--- config.mk ---
export PLATFORM = sky130hd
export DESIGN_NAME = bus_cycle_ctrl
export DESIGN_NICKNAME = d
export VERILOG_FILES = /design/src/rtl/bus_map_pkg.sv /design/src/rtl/bus_addr_decode.sv /design/src/rtl/bus_cycle_ctrl.sv
export SDC_FILE = /design/constraint.sdc
export NUM_CORES = 1
export LEC_CHECK = 0
export BUFFER_PORTS_ARGS = -buffer_cell sky130_fd_sc_hd__buf_2
export CAP_MARGIN = 30
export CORE_ASPECT_RATIO = 0.9
export CORE_MARGIN = 2
export CORE_UTILIZATION = 45
export DETAILED_ROUTE_END_ITERATION = 10
export PLACE_DENSITY = 0.7
export SYNTH_ARGS = -nofsm -noshare
export SYNTH_HDL_FRONTEND = slang
export SYNTH_SLANG_ARGS = --single-unit
--- constraint.sdc ---
create_clock -name clk -period 2.7 [get_ports clk]
set_clock_uncertainty 0.05 [all_clocks]
set_input_delay 0.54 -clock clk [delete_from_list [all_inputs] [get_ports clk]]
set_output_delay 0.54 -clock clk [all_outputs]
set_load 0.05 [all_outputs]
--- src/rtl/bus_map_pkg.sv ---
`default_nettype none
// ============================================================================
//  Module      : bus_map_pkg
//  Description : Shared types and memory-map constants for the 68000 bus
//                cycle glue (region codes, controller states, region
//                base/mask pairs, CPU-space function code).
//  Ports       : none (package)
//  Revision    : 1.0  initial release
// ============================================================================
package bus_map_pkg;

   typedef enum logic [2:0] {
      REG_NONE = 3'd0,
      REG_ROM  = 3'd1,
      REG_RAM  = 3'd2,
      REG_IO   = 3'd3,
      REG_AVEC = 3'd4
   } region_t;

   typedef enum logic [2:0] {
      ST_IDLE    = 3'd0,
      ST_WAIT    = 3'd1,
      ST_ACK     = 3'd2,
      ST_FAULT   = 3'd3,
      ST_AVEC    = 3'd4,
      ST_RELEASE = 3'd5
   } state_t;

   // Each region is a 1 MiB window selected by the top address nibble.
   localparam logic [23:0] ROM_BASE = 24'h000000;
   localparam logic [23:0] ROM_MASK = 24'hF00000;
   localparam logic [23:0] RAM_BASE = 24'h100000;
   localparam logic [23:0] RAM_MASK = 24'hF00000;
   localparam logic [23:0] IO_BASE  = 24'hF00000;
   localparam logic [23:0] IO_MASK  = 24'hF00000;

   localparam logic [2:0]  FC_CPU_SPACE = 3'b111;

   function automatic logic in_region(input logic [23:0] a,
                                      input logic [23:0] base,
                                      input logic [23:0] mask);
      return (a & mask) == base;
   endfunction

endpackage
`default_nettype wire

--- src/rtl/bus_addr_decode.sv ---
`default_nettype none
// ============================================================================
//  Module      : bus_addr_decode
//  Description : Purely combinational region decoder. CPU space (fc=7)
//                overrides the address map and selects autovector. A write
//                to ROM is flagged illegal.
//  Ports       : fc      in  3   function code
//                addr    in  24  byte address
//                read    in  1   1 = read, 0 = write
//                region  out 3   decoded region (region_t)
//                illegal out 1   access not permitted in the decoded region
//  Revision    : 1.0  initial release
// ============================================================================
module bus_addr_decode
   import bus_map_pkg::*;
(
   input  logic [2:0]  fc,
   input  logic [23:0] addr,
   input  logic        read,
   output region_t     region,
   output logic        illegal
);

   always_comb begin
      region  = REG_NONE;
      illegal = 1'b0;
      if (fc == FC_CPU_SPACE) begin
         region = REG_AVEC;
      end else if (in_region(addr, ROM_BASE, ROM_MASK)) begin
         region  = REG_ROM;
         illegal = ~read;
      end else if (in_region(addr, RAM_BASE, RAM_MASK)) begin
         region = REG_RAM;
      end else if (in_region(addr, IO_BASE, IO_MASK)) begin
         region = REG_IO;
      end
   end

endmodule
`default_nettype wire

--- src/rtl/bus_cycle_ctrl.sv ---
`default_nettype none
// ============================================================================
//  Module      : bus_cycle_ctrl
//  Description : 68000 bus cycle sequencer. Decodes each cycle, drives chip
//                selects and strobes, inserts per-region wait states and
//                terminates with DTACK, VPA (autovector) or BERR.
//  Ports       : clk        in  1   CPU clock
//                reset      in  1   synchronous, active-high
//                as_n       in  1   address strobe
//                uds_n      in  1   upper data strobe
//                lds_n      in  1   lower data strobe
//                read       in  1   1 = read, 0 = write
//                fc         in  3   function code
//                addr       in  24  byte address
//                io_ready_n in  1   slow I/O ready
//                dtack_n, berr_n, vpa_n                 out  cycle termination
//                rom_cs_n, ram_cs_n, io_cs_n            out  chip selects
//                oe_n, we_hi_n, we_lo_n                 out  strobes
//  Revision    : 1.0  initial release
// ============================================================================
module bus_cycle_ctrl
   import bus_map_pkg::*;
#(
   parameter int ROM_WAIT = 2,
   parameter int RAM_WAIT = 0,
   parameter int IO_WAIT  = 1,
   parameter int TIMEOUT  = 64
) (
   input  logic        clk,
   input  logic        reset,
   input  logic        as_n,
   input  logic        uds_n,
   input  logic        lds_n,
   input  logic        read,
   input  logic [2:0]  fc,
   input  logic [23:0] addr,
   input  logic        io_ready_n,
   output logic        dtack_n,
   output logic        berr_n,
   output logic        vpa_n,
   output logic        rom_cs_n,
   output logic        ram_cs_n,
   output logic        io_cs_n,
   output logic        oe_n,
   output logic        we_hi_n,
   output logic        we_lo_n
);

   localparam logic [3:0] ROM_W = 4'(ROM_WAIT);
   localparam logic [3:0] RAM_W = 4'(RAM_WAIT);
   localparam logic [3:0] IO_W  = 4'(IO_WAIT);
   localparam logic [7:0] TMO   = 8'(TIMEOUT);

   state_t      state, state_nxt;
   region_t     region_q, region_nxt;
   logic        read_q, read_nxt;
   logic [3:0]  wait_cnt, wait_nxt;
   logic [7:0]  tmo_cnt, tmo_nxt, tmo_inc;
   logic        tmo_hit;

   region_t     dec_region;
   logic        dec_illegal;

   logic        cs_active;

   bus_addr_decode u_decode (
      .fc      (fc),
      .addr    (addr),
      .read    (read),
      .region  (dec_region),
      .illegal (dec_illegal)
   );

   function automatic logic [3:0] region_wait(input region_t r);
      case (r)
         REG_ROM: return ROM_W;
         REG_RAM: return RAM_W;
         REG_IO:  return IO_W;
         default: return 4'd0;
      endcase
   endfunction

   // Saturating increment; the value the counter would take on this edge.
   assign tmo_inc = (tmo_cnt == TMO) ? tmo_cnt : tmo_cnt + 8'd1;
   assign tmo_hit = (tmo_inc == TMO);

   always_comb begin
      state_nxt  = state;
      region_nxt = region_q;
      read_nxt   = read_q;
      wait_nxt   = wait_cnt;
      tmo_nxt    = tmo_cnt;
      case (state)
         ST_IDLE: begin
            if (!as_n) begin
               region_nxt = dec_region;
               read_nxt   = read;
               wait_nxt   = region_wait(dec_region);
               tmo_nxt    = 8'd0;
               if (dec_region == REG_AVEC)
                  state_nxt = ST_AVEC;
               else if (dec_region == REG_NONE || dec_illegal)
                  state_nxt = ST_FAULT;
               else
                  state_nxt = ST_WAIT;
            end
         end
         ST_WAIT: begin
            tmo_nxt = tmo_inc;
            if (as_n) begin
               // CPU abandoned the cycle: no DTACK is ever issued.
               state_nxt = ST_RELEASE;
            end else if (tmo_hit) begin
               state_nxt = ST_FAULT;
            end else if (wait_cnt == 4'd0) begin
               if (region_q != REG_IO || !io_ready_n)
                  state_nxt = ST_ACK;
            end else begin
               wait_nxt = wait_cnt - 4'd1;
            end
         end
         ST_ACK, ST_FAULT, ST_AVEC: begin
            tmo_nxt = tmo_inc;
            if (as_n)
               state_nxt = ST_RELEASE;
         end
         ST_RELEASE: begin
            state_nxt = ST_IDLE;
            wait_nxt  = 4'd0;
            tmo_nxt   = 8'd0;
         end
         default: begin
            state_nxt = ST_IDLE;
         end
      endcase
   end

   // Outputs are registered from the next state so each strobe changes on
   // the same edge as the transition that calls for it.
   assign cs_active = (state_nxt == ST_WAIT) || (state_nxt == ST_ACK);

   always_ff @(posedge clk) begin
      if (reset) begin
         state    <= ST_IDLE;
         region_q <= REG_NONE;
         read_q   <= 1'b1;
         wait_cnt <= 4'd0;
         tmo_cnt  <= 8'd0;
         dtack_n  <= 1'b1;
         berr_n   <= 1'b1;
         vpa_n    <= 1'b1;
         rom_cs_n <= 1'b1;
         ram_cs_n <= 1'b1;
         io_cs_n  <= 1'b1;
         oe_n     <= 1'b1;
         we_hi_n  <= 1'b1;
         we_lo_n  <= 1'b1;
      end else begin
         state    <= state_nxt;
         region_q <= region_nxt;
         read_q   <= read_nxt;
         wait_cnt <= wait_nxt;
         tmo_cnt  <= tmo_nxt;
         dtack_n  <= ~(state_nxt == ST_ACK);
         berr_n   <= ~(state_nxt == ST_FAULT);
         vpa_n    <= ~(state_nxt == ST_AVEC);
         rom_cs_n <= ~(cs_active && region_nxt == REG_ROM);
         ram_cs_n <= ~(cs_active && region_nxt == REG_RAM);
         io_cs_n  <= ~(cs_active && region_nxt == REG_IO);
         oe_n     <= ~(cs_active && read_nxt);
         // Data strobes are taken live: on writes they assert a state after AS.
         we_hi_n  <= ~(cs_active && !read_nxt && !uds_n);
         we_lo_n  <= ~(cs_active && !read_nxt && !lds_n);
      end
   end

endmodule
`default_nettype wire

==> flow_summary.ini, run 1 <==
[cts]
cts_max_level = 1
cts_tree = yes
cts_buffers = 3
clk_latency_ns = 0.28
cts_resized = 0
clkSinkCount = 28
hold_buffers = 0
post-cts-setup-buffer-count = 0
cts-root-buf = clkbuf_8
ctsLongestPathBuffers = 2
clk_pin_slew_worst_paths_ns = 0.11

[drt]
via_count = 1416
ant_nets = 0
via_per_inst = 5.60
routed_wl_mm = 3.36
drt_first_pass_iters = 4
drc = 0
drtIter0Drc = 92
wire_per_inst_um = 13.3

[logic_synthesis]
synth_ff_type = dfxtp_1
ys_ff_latch = 28
synth_edf_count = 0
postSynthCellCount = 186
synthTopCellsByArea = dfxtp_1, nor2_1, nor3_1, nand2_1, ha_1
yosys_warnings = 0
synth.top_cell.area_share_pct = 35.8
syn_area_mm2 = 0.00156
synth_largest_area_cell = dfxtp_1
syn_nets = 224
seq_area_frac_synth_pct = 35.8
yosysMostFrequentCell = dfxtp_1
post_synth.cell_area_avg_um2 = 8.41
synth_commonest_cells = dfxtp_1, nor2_1, nand2_1
ys_types = 52
async_flop_share_pct = 0

[timing]
worst_pin_slew_ns = 0.514
fmax_ghz = 0.416
relSlewSlack_pct = 64.9
tns_ns = 0
fin_crit_ns = 2.40
finalHoldViolCount = 0
rsz0062_at_grt = false
finalSetupViolations = 0
finalCritPeriodShare_pct = 89.0
final_max_slew_viol_count = 0

[floorplanning]
dieWidth_um = 66.1
start_util_pct = 46.6
core.rowCount = 20
io_pins = 43
die_h_um = 59.9
core_area_mm2 = 0.00335
dieArea_mm2 = 0.00396

[setup_path]
crit_path_end_kind = register
slowest_delay_ns = 0.36
start_kind = register
crit_slowest_cell = o31ai_2
crit_path_max_fanout = 8
reg2reg_slack_ns = 0.30
r2r_end = ram_cs_n
critical_path.cell_chain = ha_1, buf_4, xor2_1, o31ai_2, o2111ai_4, a21o_1, xor2_2, nand4bb_1
worst_ep_required_time_ns = 2.80
reg2reg_depth = 8
worst-path-buf-inv = 1
arrival_ns = 2.50
crit_type = reg -> reg
cpLargestDelayFamily = compound AO/OA/AOI/OAI gates
rr_startpoint = tmo_cnt[0]
crit_cells = 8

[worst_hold_path]
worstHoldStart = lds_n
hold_class = in -> reg
hold_end = we_lo_n
whs_path_depth = 3

[place]
place.detailed.hpwl_mm = 2.52
numPortBuffers = 22
routabilityCongestion = 0.841

[power_and_ir_drop]
p_per_area_mw_per_mm2 = 933
p_leak_nw = 0.675
vdd_drop_max_v = 0.000409

[global_routing]
grt_usage_pct = 18.3
grt-ovfl-total = 0
grt_start_max_net_pins = 22
grt_pass1_vias = 1232
grt_pass1_wl_mm = 5.66
grt_antenna_before_repair = 0

[layout]
fillers = 336
multi_input_area_um2 = 926
final_core_util_pct = 53.5
area_growth_pct = 14.7
layout-drive-gt1-share_pct = 20.6
diodes = 0
final_nets = 248
seq_area_um2 = 561

[status]
outcome = complete, no violations

[run]
max-cap-violations = 0
==> cell families after synthesis <==
logic type / after synthesis / synth area share [%]
AND/OR/NAND/NOR: 86 / 29.6
XOR/XNOR: 8 / 4.96
adder cells (fa/ha/maj): 4 / 3.20
buffers and inverters: 16 / 4.96
flip-flops: 28 / 35.8
multiplexers: 1 / 0.640
AO/OA/AOI/OAI: 43 / 20.8
==> metal layers <==
| metal | up-vias | track usage (%) | share of wire [%] |
|---|---|---|---|
| met5 | - | 0 | 0 |
| met4 | 0 | 3.21 | 0.24 |
| met3 | 2 | 3.77 | 3.2 |
| met2 | 20 | 29.7 | 46 |
| met1 | 676 | 25.6 | 51 |
| li1 | 718 | - | - |
==> where the power goes <==
| part | total (W) | switching [W] | internal (W) |
|---|---|---|---|
| sequential | 0.000548 | 0.0000592 | 0.000489 |
| combinational | 0.000790 | 0.000504 | 0.000286 |
| clock | 0.000337 | 0.000138 | 0.000199 |
==> stage by stage <==
step | hold WS (ns) | setup WS [ns] | total power [W] | cell area, um2 | std cells
2_1_floorplan | 0.434 | 0.442 | 0.00116 | 1560 | 186
3_3_place_gp | 0.464 | 0.384 | 0.00133 | 1720 | 249
3_5_place_dp | 0.466 | 0.348 | 0.00134 | 1720 | 249
4_1_cts | 0.392 | 0.325 | 0.00168 | 1790 | 253
5_1_grt | 0.401 | 0.155 | 0.00180 | 1790 | 253
6_report | 0.391 | 0.297 | 0.00167 | 1790 | 253
==> layout by cell type (no fill, tap or decap), types with 2 or more instances in the layout <==
| cell type | synthesis | final |
|---|---|---|
| nand4_1 | 4 | 4 |
| buf_2 | 2 | 22 |
| or3_1 | 2 | 2 |
| inv_1 | 7 | 7 |
| buf_4 | 2 | 6 |
| xnor2_1 | 4 | 4 |
| nor2_1 | 25 | 25 |
| a211oi_1 | 6 | 6 |
| nand2_1 | 17 | 17 |
| nor3_1 | 13 | 13 |
| nand4b_1 | 3 | 3 |
| o21ai_0 | 8 | 8 |
| dfxtp_1 | 28 | 28 |
| clkbuf_8 | 0 | 3 |
| a22oi_1 | 5 | 5 |
| nand3_1 | 5 | 5 |
| xor2_1 | 3 | 3 |
| ha_1 | 4 | 4 |
| a21o_1 | 2 | 2 |
| a21oi_1 | 7 | 7 |
| nor2b_1 | 2 | 2 |
| nand2b_1 | 3 | 3 |
==> cell type report <==
| class | instances | area share (%) |
|---|---|---|
| Multi-Input combinational cell | 142 | 51.6 |
| Sequential cell | 28 | 31.2 |
| Timing Repair Buffer | 28 | 8.65 |
| Tap cell | 44 | 3.07 |
| Clock buffer | 3 | 2.30 |
| Clock inverter | 1 | 1.67 |
| Inverter | 7 | 1.46 |
==> sequential cells by signal, summed over array words and instances, names as in the netlist, 3 cells and up <==
signal	cells
region_q	3
state	3
tmo_cnt	8
wait_cnt	4
==> tightest hold or removal path: stages <==
cell and delay (ns):
buf_2 0.08, nor3_1 0.04, nand2_1 0.04
==> worst max-delay path by stage <==
stage	start	end	slack [ns]
after floorplan	tmo_cnt[1]	ram_cs_n	0.44
after global placement	addr[23]	ram_cs_n	0.38
after detailed placement	addr[23]	ram_cs_n	0.35
after CTS	tmo_cnt[0]	ram_cs_n	0.32
after global routing	tmo_cnt[0]	rom_cs_n	0.16
final	tmo_cnt[0]	ram_cs_n	0.30
Note: power is estimated with default switching activity, not from simulation.
==> run 2, diff against run 1 <==
--- a/config.mk
+++ b/config.mk
@@ -7,11 +7,14 @@
 export LEC_CHECK = 0
 export BUFFER_PORTS_ARGS = -buffer_cell sky130_fd_sc_hd__buf_2
 export CAP_MARGIN = 30
+export CELL_PAD_IN_SITES_DETAIL_PLACEMENT = 0
+export CELL_PAD_IN_SITES_GLOBAL_PLACEMENT = 2
 export CORE_ASPECT_RATIO = 0.9
 export CORE_MARGIN = 2
-export CORE_UTILIZATION = 45
+export CORE_UTILIZATION = 30
 export DETAILED_ROUTE_END_ITERATION = 10
-export PLACE_DENSITY = 0.7
+export PLACE_DENSITY = 0.78
+export REMOVE_ABC_BUFFERS = 1
 export SYNTH_ARGS = -nofsm -noshare
 export SYNTH_HDL_FRONTEND = slang
 export SYNTH_SLANG_ARGS = --single-unit
==> flow_summary.ini, run 2 (synthesis gave the netlist of run 1 again) <==
[global_routing]
grt_start_max_net_pins = 22
grt-ovfl-total = 0
grt_usage_pct = 13.7
grt_pass1_vias = 1428
grt_antenna_before_repair = 0
grt_pass1_wl_mm = 6.36

[status]
outcome = complete, no violations

[setup_path]
reg2reg_depth = 7
rr_startpoint = tmo_cnt[2]
crit_path_max_fanout = 8
crit_path_end_kind = register
crit_type = reg -> reg
slowest_delay_ns = 0.53
worst_ep_required_time_ns = 2.80
reg2reg_slack_ns = 0.29
arrival_ns = 2.51
critical_path.cell_chain = nand3_1, xnor2_1, nor4_2, o2111ai_4, a21o_1, xor2_2, nand4b_1
critPathCapture = rom_cs_n
crit_slowest_cell = dfxtp_1
r2r_end = rom_cs_n
startpoint = tmo_cnt[2]
start_kind = register

[worst_hold_path]
hold_class = in -> reg
worstHoldStart = lds_n

[floorplanning]
dieWidth_um = 80.1
start_util_pct = 31.8
io_pins = 43
dieArea_mm2 = 0.00581
die_h_um = 72.5
core_area_mm2 = 0.00492
core.rowCount = 24

[timing]
fmax_ghz = 0.415
rsz0062_at_grt = false
tns_ns = 0
fin_crit_ns = 2.41
relSlewSlack_pct = 67.0
finalCritPeriodShare_pct = 89.2
worst_pin_slew_ns = 0.491
final.setup.worst_slack_ns = 0.292
finalSetupViolations = 0
finalHoldViolCount = 0
final_max_slew_viol_count = 0

[cts]
clk_pin_slew_worst_paths_ns = 0.10
ctsLongestPathBuffers = 2
cts_tree = yes
hold_buffers = 0
post-cts-setup-buffer-count = 0
clkSinkCount = 28
cts-root-buf = clkbuf_8
cts_max_level = 1
cts_buffers = 3
clk_latency_ns = 0.28
cts_resized = 0

[layout]
area_growth_pct = 19.3
seq_area_um2 = 561
diodes = 0
regMostFlops = tmo_cnt
layout_common_cells = dfxtp_1, nor2_1, buf_2, nand2_1, nor3_1
reg_top3 = tmo_cnt: 8 flops, wait_cnt: 4 flops
largest_register_ffs = 8
final_nets = 254
fillers = 524
finalInstanceArea_mm2 = 0.00187
final_common_cell = dfxtp_1
layout-drive-gt1-share_pct = 22.8
multi_input_area_um2 = 926

[power_and_ir_drop]
vdd_drop_max_v = 0.000443
internal_power_w = 0.00101
p_seq_share_pct = 30.5
p_leak_nw = 0.705
power.switching_w = 0.000714
p_per_area_mw_per_mm2 = 926
comb_power_share_pct = 49.9
swShare_pct = 41.3
power.clock.fraction_pct = 19.6

[drt]
ant_nets = 0
drtIter0Drc = 42
wire_per_inst_um = 13.0
via_per_inst = 4.93
wl_met2_mm = 1.75
met1_length_mm = 1.74
drc = 0
via_count = 1380
routed_wl_mm = 3.64
drt_first_pass_iters = 4
dr.max_layer_used = met4
wl_met3_um = 116

[place]
place.detailed.hpwl_mm = 2.69
numPortBuffers = 22
place_area_mm2 = 0.00179
routabilityCongestion = 0.748
place_ws_ns = 0.309

[run]
max-cap-violations = 0
[run 2: how the worst min path moves through the flow]
stage               depth (start not counted)           to  slack, ns
CTS                                         3      we_lo_n       0.39
finish                                      3      we_lo_n       0.40
global route                                3      we_hi_n       0.42
detailed placement                          2  wait_cnt[1]       0.47
floorplan                                   2  wait_cnt[1]       0.42
global placement                            2   tmo_cnt[7]       0.47
[run 2: through the flow]
stage / cells / hold slack (ns) / util [%] / power (W)
global placement: 276 / 0.471 / 36.4 / 0.00141
CTS: 280 / 0.390 / 37.9 / 0.00175
floorplan: 177 / 0.424 / - / 0.00114
global route: 280 / 0.416 / 37.9 / 0.00187
detailed placement: 276 / 0.471 / 36.4 / 0.00140
finish: 280 / 0.399 / 37.9 / 0.00173
[run 2: layer usage]
| layer | GRT usage [%] | vias up |
|---|---|---|
| met5 | 0 | - |
| met1 | 17.2 | 620 |
| met3 | 3.11 | 6 |
| li1 | - | 733 |
| met4 | 3.20 | 0 |
| met2 | 23.9 | 21 |
[run 2: power groups by stage]
stage | sequential (W) | clock [W] | combinational (W)
2_1_floorplan | 0.000639 | 0 | 0.000496
3_3_place_gp | 0.000539 | 0 | 0.000873
3_5_place_dp | 0.000536 | 0 | 0.000867
4_1_cts | 0.000528 | 0.000349 | 0.000873
5_1_grt | 0.000537 | 0.000358 | 0.000977
6_report | 0.000527 | 0.000338 | 0.000862
[run 2: worst max-delay path: cells and delay by family, from the launching register on]
family                    cells  cell delay, ns
AOI/OAI and AO/OA             2            0.51
and+or+nand+nor               3            0.70
DFF                           1            0.53
xor gates and xnor gates      2            0.49
[run 2: final cells by class]
class                      count  area share [%]
clock buffer                   3            2.21
clock inverter                 1            1.61
inverter                       7            1.41
multi-input combinational    142            49.6
sequential                    28            30.0
tap                           65            4.36
timing repair buffer          34            10.7
